## src/rtl/top_controller.sv

```systemverilog
// top_controller: UART-fed frame buffer with a Sobel edge engine that streams
// the clamped gradient magnitude of every pixel back over a UART transmitter.
module top_controller #(
    parameter int unsigned CLKS_PER_BIT = 868,
    parameter int unsigned IMG_W        = 9,
    parameter int unsigned IMG_H        = 3
) (
    input  logic clk,
    input  logic rst,
    input  logic rxd,
    output logic txd
);

    localparam int unsigned N  = IMG_W * IMG_H;
    localparam int unsigned AW = $clog2(N);
    localparam int unsigned CW = $clog2(CLKS_PER_BIT);
    localparam int unsigned XW = $clog2(IMG_W);
    localparam int unsigned YW = $clog2(IMG_H);

    typedef enum logic [2:0] {RX_IDLE, RX_START, RX_DATA, RX_STOP, RX_WAITHI} rx_state_t;
    typedef enum logic [1:0] {C_RECV, C_PROC, C_SEND} ctl_state_t;

    rx_state_t         r_rx_state;
    logic              r_rx_s1, r_rx_s2;
    logic [CW-1:0]     r_rx_cnt;
    logic [2:0]        r_rx_bit;
    logic [7:0]        r_rx_shift;
    logic              r_rx_valid;

    logic              r_txd, r_tx_busy, r_tx_done, r_tx_start;
    logic [CW-1:0]     r_tx_cnt;
    logic [3:0]        r_tx_bits;
    logic [8:0]        r_tx_shift;
    logic [7:0]        r_tx_data;

    ctl_state_t        r_state;
    logic [AW-1:0]     r_wr_addr, r_k;
    logic [XW-1:0]     r_col;
    logic [YW-1:0]     r_row;
    logic [3:0]        r_tap, r_tap_d;
    logic              r_rd_vld;
    logic signed [10:0] r_gx, r_gy;
    logic [7:0]        r_mem [N];
    logic [7:0]        r_rd_data;

    logic [AW-1:0]     w_tap_off, w_rd_addr;
    logic              w_wr_en, w_border;
    logic signed [10:0] w_p1, w_p2, w_dx, w_dy;
    logic [10:0]       w_ax, w_ay;
    logic [11:0]       w_mag;
    logic [7:0]        w_out;

    assign txd = r_txd;

    // Receiver: synchronize rxd, validate start at half-bit, sample mid-bit, check stop.
    always_ff @(posedge clk) begin
        if (rst) begin
            r_rx_s1    <= 1'b1;
            r_rx_s2    <= 1'b1;
            r_rx_state <= RX_IDLE;
            r_rx_cnt   <= '0;
            r_rx_bit   <= '0;
            r_rx_shift <= '0;
            r_rx_valid <= 1'b0;
        end else begin
            r_rx_s1    <= rxd;
            r_rx_s2    <= r_rx_s1;
            r_rx_valid <= 1'b0;
            case (r_rx_state)
                RX_IDLE: begin
                    if (!r_rx_s2) begin
                        r_rx_state <= RX_START;
                        r_rx_cnt   <= '0;
                    end
                end
                RX_START: begin
                    if (r_rx_cnt == CW'(CLKS_PER_BIT / 2 - 1)) begin
                        r_rx_cnt   <= '0;
                        r_rx_bit   <= '0;
                        r_rx_state <= r_rx_s2 ? RX_IDLE : RX_DATA;
                    end else begin
                        r_rx_cnt <= r_rx_cnt + CW'(1);
                    end
                end
                RX_DATA: begin
                    if (r_rx_cnt == CW'(CLKS_PER_BIT - 1)) begin
                        r_rx_cnt   <= '0;
                        r_rx_shift <= {r_rx_s2, r_rx_shift[7:1]};
                        r_rx_bit   <= r_rx_bit + 3'd1;
                        if (r_rx_bit == 3'd7) r_rx_state <= RX_STOP;
                    end else begin
                        r_rx_cnt <= r_rx_cnt + CW'(1);
                    end
                end
                RX_STOP: begin
                    if (r_rx_cnt == CW'(CLKS_PER_BIT - 1)) begin
                        r_rx_cnt <= '0;
                        if (r_rx_s2) begin
                            r_rx_valid <= 1'b1;
                            r_rx_state <= RX_IDLE;
                        end else begin
                            r_rx_state <= RX_WAITHI;
                        end
                    end else begin
                        r_rx_cnt <= r_rx_cnt + CW'(1);
                    end
                end
                RX_WAITHI: if (r_rx_s2) r_rx_state <= RX_IDLE;
                default:   r_rx_state <= RX_IDLE;
            endcase
        end
    end

    // Transmitter: start bit, 8 data bits LSB first, stop bit, each CLKS_PER_BIT cycles.
    always_ff @(posedge clk) begin
        if (rst) begin
            r_txd      <= 1'b1;
            r_tx_busy  <= 1'b0;
            r_tx_done  <= 1'b0;
            r_tx_cnt   <= '0;
            r_tx_bits  <= '0;
            r_tx_shift <= '0;
        end else begin
            r_tx_done <= 1'b0;
            if (!r_tx_busy) begin
                if (r_tx_start) begin
                    r_tx_busy  <= 1'b1;
                    r_txd      <= 1'b0;
                    r_tx_shift <= {1'b1, r_tx_data};
                    r_tx_cnt   <= '0;
                    r_tx_bits  <= '0;
                end
            end else if (r_tx_cnt == CW'(CLKS_PER_BIT - 1)) begin
                r_tx_cnt <= '0;
                if (r_tx_bits == 4'd9) begin
                    r_tx_busy <= 1'b0;
                    r_tx_done <= 1'b1;
                    r_txd     <= 1'b1;
                end else begin
                    r_txd      <= r_tx_shift[0];
                    r_tx_shift <= {1'b0, r_tx_shift[8:1]};
                    r_tx_bits  <= r_tx_bits + 4'd1;
                end
            end else begin
                r_tx_cnt <= r_tx_cnt + CW'(1);
            end
        end
    end

    // Window tap offset relative to the top-left neighbour of pixel k.
    always_comb begin
        w_tap_off = '0;
        case (r_tap)
            4'd1:    w_tap_off = AW'(1);
            4'd2:    w_tap_off = AW'(2);
            4'd3:    w_tap_off = AW'(IMG_W);
            4'd4:    w_tap_off = AW'(IMG_W + 1);
            4'd5:    w_tap_off = AW'(IMG_W + 2);
            4'd6:    w_tap_off = AW'(2 * IMG_W);
            4'd7:    w_tap_off = AW'(2 * IMG_W + 1);
            4'd8:    w_tap_off = AW'(2 * IMG_W + 2);
            default: w_tap_off = '0;
        endcase
    end

    assign w_rd_addr = r_k - AW'(IMG_W + 1) + w_tap_off;
    assign w_wr_en   = (r_state == C_RECV) && r_rx_valid;
    assign w_border  = (r_row == '0) || (r_row == YW'(IMG_H - 1)) ||
                       (r_col == '0) || (r_col == XW'(IMG_W - 1));
    assign w_p1      = signed'({3'b000, r_rd_data});
    assign w_p2      = signed'({2'b00, r_rd_data, 1'b0});

    // Sobel weight contribution of the tap whose data just arrived.
    always_comb begin
        w_dx = '0;
        w_dy = '0;
        case (r_tap_d)
            4'd0: begin w_dx = -w_p1; w_dy = -w_p1; end
            4'd1: w_dy = -w_p2;
            4'd2: begin w_dx = w_p1;  w_dy = -w_p1; end
            4'd3: w_dx = -w_p2;
            4'd5: w_dx = w_p2;
            4'd6: begin w_dx = -w_p1; w_dy = w_p1;  end
            4'd7: w_dy = w_p2;
            4'd8: begin w_dx = w_p1;  w_dy = w_p1;  end
            default: begin w_dx = '0; w_dy = '0; end
        endcase
    end

    assign w_ax  = r_gx[10] ? 11'(-r_gx) : 11'(r_gx);
    assign w_ay  = r_gy[10] ? 11'(-r_gy) : 11'(r_gy);
    assign w_mag = 12'(w_ax) + 12'(w_ay);
    assign w_out = (w_mag > 12'd255) ? 8'hFF : w_mag[7:0];

    // Frame buffer: one write port from the receiver, one registered read port.
    always_ff @(posedge clk) begin
        if (w_wr_en) r_mem[r_wr_addr] <= r_rx_shift;
        r_rd_data <= r_mem[w_rd_addr];
    end

    // Controller: fill buffer, then per pixel read the 3x3 window, accumulate, send.
    always_ff @(posedge clk) begin
        if (rst) begin
            r_state    <= C_RECV;
            r_wr_addr  <= '0;
            r_k        <= '0;
            r_row      <= '0;
            r_col      <= '0;
            r_tap      <= '0;
            r_tap_d    <= '0;
            r_rd_vld   <= 1'b0;
            r_gx       <= '0;
            r_gy       <= '0;
            r_tx_start <= 1'b0;
            r_tx_data  <= '0;
        end else begin
            r_tx_start <= 1'b0;
            case (r_state)
                C_RECV: begin
                    if (r_rx_valid) begin
                        if (r_wr_addr == AW'(N - 1)) begin
                            r_state  <= C_PROC;
                            r_k      <= '0;
                            r_row    <= '0;
                            r_col    <= '0;
                            r_tap    <= '0;
                            r_rd_vld <= 1'b0;
                            r_gx     <= '0;
                            r_gy     <= '0;
                        end else begin
                            r_wr_addr <= r_wr_addr + AW'(1);
                        end
                    end
                end
                C_PROC: begin
                    if (w_border) begin
                        r_tx_data  <= 8'h00;
                        r_tx_start <= 1'b1;
                        r_state    <= C_SEND;
                    end else begin
                        if (r_tap != 4'd9) begin
                            r_tap    <= r_tap + 4'd1;
                            r_tap_d  <= r_tap;
                            r_rd_vld <= 1'b1;
                        end else begin
                            r_rd_vld <= 1'b0;
                        end
                        if (r_rd_vld) begin
                            r_gx <= r_gx + w_dx;
                            r_gy <= r_gy + w_dy;
                        end
                        if (r_tap == 4'd9 && !r_rd_vld) begin
                            r_tx_data  <= w_out;
                            r_tx_start <= 1'b1;
                            r_state    <= C_SEND;
                        end
                    end
                end
                C_SEND: begin
                    if (r_tx_done) begin
                        if (r_k == AW'(N - 1)) begin
                            r_wr_addr <= '0;
                            r_k       <= '0;
                            r_row     <= '0;
                            r_col     <= '0;
                            r_state   <= C_RECV;
                        end else begin
                            r_k <= r_k + AW'(1);
                            if (r_col == XW'(IMG_W - 1)) begin
                                r_col <= '0;
                                r_row <= r_row + YW'(1);
                            end else begin
                                r_col <= r_col + XW'(1);
                            end
                            r_tap    <= '0;
                            r_rd_vld <= 1'b0;
                            r_gx     <= '0;
                            r_gy     <= '0;
                            r_state  <= C_PROC;
                        end
                    end
                end
                default: r_state <= C_RECV;
            endcase
        end
    end

endmodule

```

## config.mk

```make
export PLATFORM = sky130hd
export DESIGN_NAME = top_controller
export DESIGN_NICKNAME = d
export VERILOG_FILES = /design/src/rtl/top_controller.sv
export SDC_FILE = /design/constraint.sdc
export NUM_CORES = 1
export LEC_CHECK = 0
export ABC_CLOCK_PERIOD_IN_PS = 6800
export BUFFER_PORTS_ARGS = -buffer_cell sky130_fd_sc_hd__buf_2
export CORE_MARGIN = 1.5
export CORE_UTILIZATION = 55
export DETAILED_ROUTE_END_ITERATION = 12
export PLACE_DENSITY = 0.68
export SYNTH_ARGS = -nofsm -noshare
export SYNTH_HDL_FRONTEND = slang
export SYNTH_SLANG_ARGS = --single-unit
```

## constraint.sdc

```tcl
create_clock -name clk -period 6.8 [get_ports clk]
set_clock_uncertainty 0.2 [all_clocks]
set_input_delay 0.34 -clock clk [delete_from_list [all_inputs] [get_ports clk]]
set_output_delay 0.34 -clock clk [all_outputs]
set_load 0.01 [all_outputs]
```

==> impl_metrics.toml <==
[detailed_routing]
firstDrtPassIters = 6
drc = 0
vias = 10900
viasPerCell = 6.08
wl_per_cell_um = 19.3
drt_iter0_markers = 962
ant_nets = 0
wirelength_mm = 34.6

[power]
switchingPower_uw = 818
p_int_mw = 3.29
peakVddDrop_uv = 248
pwr-share-clk = 0.462
combPwrFrac = 0.008
seqPwrFrac = 0.530
leakagePower_nw = 6.32
power.density_mw_per_mm2 = 230
swShare = 0.199

[clock_tree]
clock_path_buffers = 3
cts_buffers = 36
root_buffer = "clkbuf_16"
clkSinkCount = 340
cts_max_level = 2
cts_tree = "built"
insertion_delay_ps = 520
path_clk_slew_ps = 60

[logic_synthesis]
synth_edf_count = 216
yosysWarnings = 0
ys_ff_latch = 340
netlist_instances = 1396
synth_ff_type = "edfxtp_1"
synthDistinctLibCells = 80
synth_area_mm2 = 0.0164
syn_avg_cell_area_um2 = 11.8
yosysSeqAreaShare = 0.547
syn_nets = 1463
synthArstFlopShare = 0

[final_layout]
drive_gt1_frac = 0.0925
final_area_mm2 = 0.0179
areaGrowthSynthToFinish_pct = 8.83
nets = 1445
n_antenna_cell = 0

[grt]
grt_max_degree = 87
grt_pass1_vias = 10400
grt_pass1_wl_mm = 55.9
antenna_found_initial = 0
grt_overflow = 0
grt_use_total = 0.228

[die]
fp.dieArea_mm2 = 0.0309
die_x_um = 176
num_rows = 63
ioPinCount = 4
coreArea_mm2 = 0.0295
start_util = 0.557
die-height_um = 176

[worst_hold_path]
hold_path_class = "reg2reg"

[sta]
max_freq_ghz = 0.260
setup_total_negative_slack_ps = 0
setup_violations = 0
hold_slack_ps = 206
final_max_slew_viol_count = 0
worstMarginPinSlew_ps = 1180
hold_viol = 0
min_period_ps = 3840
slew_headroom = 0.215
period_share = 0.565
rsz0062_at_grt = "false"

[placement]
postPlaceCellArea_mm2 = 0.0167
place.port_buffers = 3
dpl.hpwl_mm = 22.5
place_congestion = 0.927

[worst_setup_path]
required_ps = 6980
cp.arrival_ps = 4030
worstSetupPathType = "reg2reg"
critPathLaunchType = "flip-flop"
cp_max_fo = 21
endpoint_kind = "flip-flop"

[run_status]
status = "finished clean"

[flow_run]
cap_violations = 0
synth_stat cells, types with 18 or more instances:
cell type | count | share of area
mux2i_1 | 46 | 0.028
or3_1 | 18 | 0.0069
xnor2_1 | 41 | 0.022
nor2_1 | 150 | 0.034
nand3_1 | 23 | 0.0070
nor3_1 | 21 | 0.0064
ha_1 | 60 | 0.046
edfxtp_1 | 216 | 0.40
nor2b_1 | 18 | 0.0069
xor2_1 | 21 | 0.011
dfxtp_1 | 124 | 0.15
o21ai_0 | 47 | 0.014
mux4_2 | 48 | 0.066
nand2_1 | 114 | 0.026
inv_1 | 39 | 0.0089
a22oi_1 | 22 | 0.010
a21oi_1 | 90 | 0.027
a211oi_1 | 19 | 0.0087
clkbuf_1 | 42 | 0.0096
a22o_1 | 18 | 0.0096
power by group through the flow:
stage | sequential (mW) | clock, mW | combinational (mW)
final | 2.18 | 1.90 | 0.0348
after global routing | 2.18 | 2.01 | 0.0401
after CTS | 2.18 | 1.92 | 0.0350
after detailed placement | 2.22 | 0 | 0.0344
after global placement | 2.22 | 0 | 0.0342
after floorplan | 2.22 | 0 | 0.0293
worst max-delay path, stage by stage (launching register included):
cell,delay (ps)
dfxtp_1,730
nor2b_1,310
and3_1,370
o21ai_0,220
nand3_1,150
fa_1,470
a211oi_1,290
o21bai_1,150
o41ai_1,400
o21ai_0,190
o21ai_0,120
nand3_1,100
routing by layer:
metal,vias to the layer above,share of wire,GRT usage
met5,-,0,0
met2,256,0.47,0.368
li1,5227,-,-
met3,55,0.045,0.0264
met1,5375,0.46,0.329
met4,0,0.019,0.0620
logic make-up (layout without fill, tap and decap cells):
group / after synthesis / count (layout) / share of synthesized area
buffers and inverters: 105 / 114 / 0.0260
flip-flops: 340 / 340 / 0.547
AO/OA/AOI/OAI: 291 / 291 / 0.117
multiplexers: 96 / 96 / 0.0953
XOR/XNOR: 62 / 62 / 0.0331
adder cells (fa/ha/maj): 64 / 64 / 0.0506
AND/OR/NAND/NOR: 438 / 438 / 0.131
sequential cells by signal (all words and copies together) (netlist names), 4 cells and up:
name / count
r_tx_bits: 4
w_tap_off: 5
r_k: 5
r_tap_d: 4
r_rx_cnt: 10
r_tx_data: 8
r_wr_addr: 5
r_gy: 11
r_tx_cnt: 10
r_rx_shift: 8
r_gx: 11
r_tx_shift: 9
r_rd_data: 8
r_mem: 216
r_tap: 4
r_col: 4
placed cells by master, fill, tap and decap left out, types with 10 or more instances in the layout:
cell type and instances:
a211oi_1 19, xnor2_1 40, clkbuf_16 38, mux4_2 48, a22o_1 18, clkbuf_1 10, or3_1 18, nand3_1 23
nor2_1 150, a21o_1 11, mux2i_1 46, nand2b_1 11, dfxtp_1 124, nor3_1 21, edfxtp_1 216, nor2b_1 18
nand2_1 114, inv_1 39, ha_1 58, o21ai_0 47, a22oi_1 22, nand3b_1 11, a21oi_1 90, xor2_1 21
cell type report:
| type | instances | area, um^2 |
|---|---|---|
| clock buffer | 52 | 1040 |
| clock inverter | 13 | 105 |
| fill | 2357 | 11600 |
| inverter | 39 | 146 |
| multi-input combinational | 951 | 7040 |
| sequential | 340 | 8970 |
| tap | 390 | 488 |
| timing repair buffer | 10 | 70.1 |
stage by stage:
stage	utilization	instances	power, mW	setup WS, ps
2_1_floorplan	-	1396	2.25	3460
3_3_place_gp	0.566	1729	2.26	3090
3_5_place_dp	0.566	1729	2.26	3060
4_1_cts	0.606	1795	4.14	3030
5_1_grt	0.606	1795	4.23	2480
6_report	0.606	1795	4.11	2960
final timing paths:
| check | slack, ps | startpoint | to | cells past startpoint |
|---|---|---|---|---|
| min | 210 | r_rx_s1 | r_rx_s2 | 1 |
| max reg2reg | 2960 | r_tap_d[3] | r_gy[10] | 11 |
| min reg2reg | 210 | r_rx_s1 | r_rx_s2 | 1 |
| max | 2960 | r_tap_d[3] | r_gy[10] | 11 |
repair_timing:
action	CTS	global route
hold endpoints to repair	1	0
setup buffers	0	0
resized for setup	0	0
hold buffers	1	0
No activity file was read; power rests on OpenSTA's default activity.
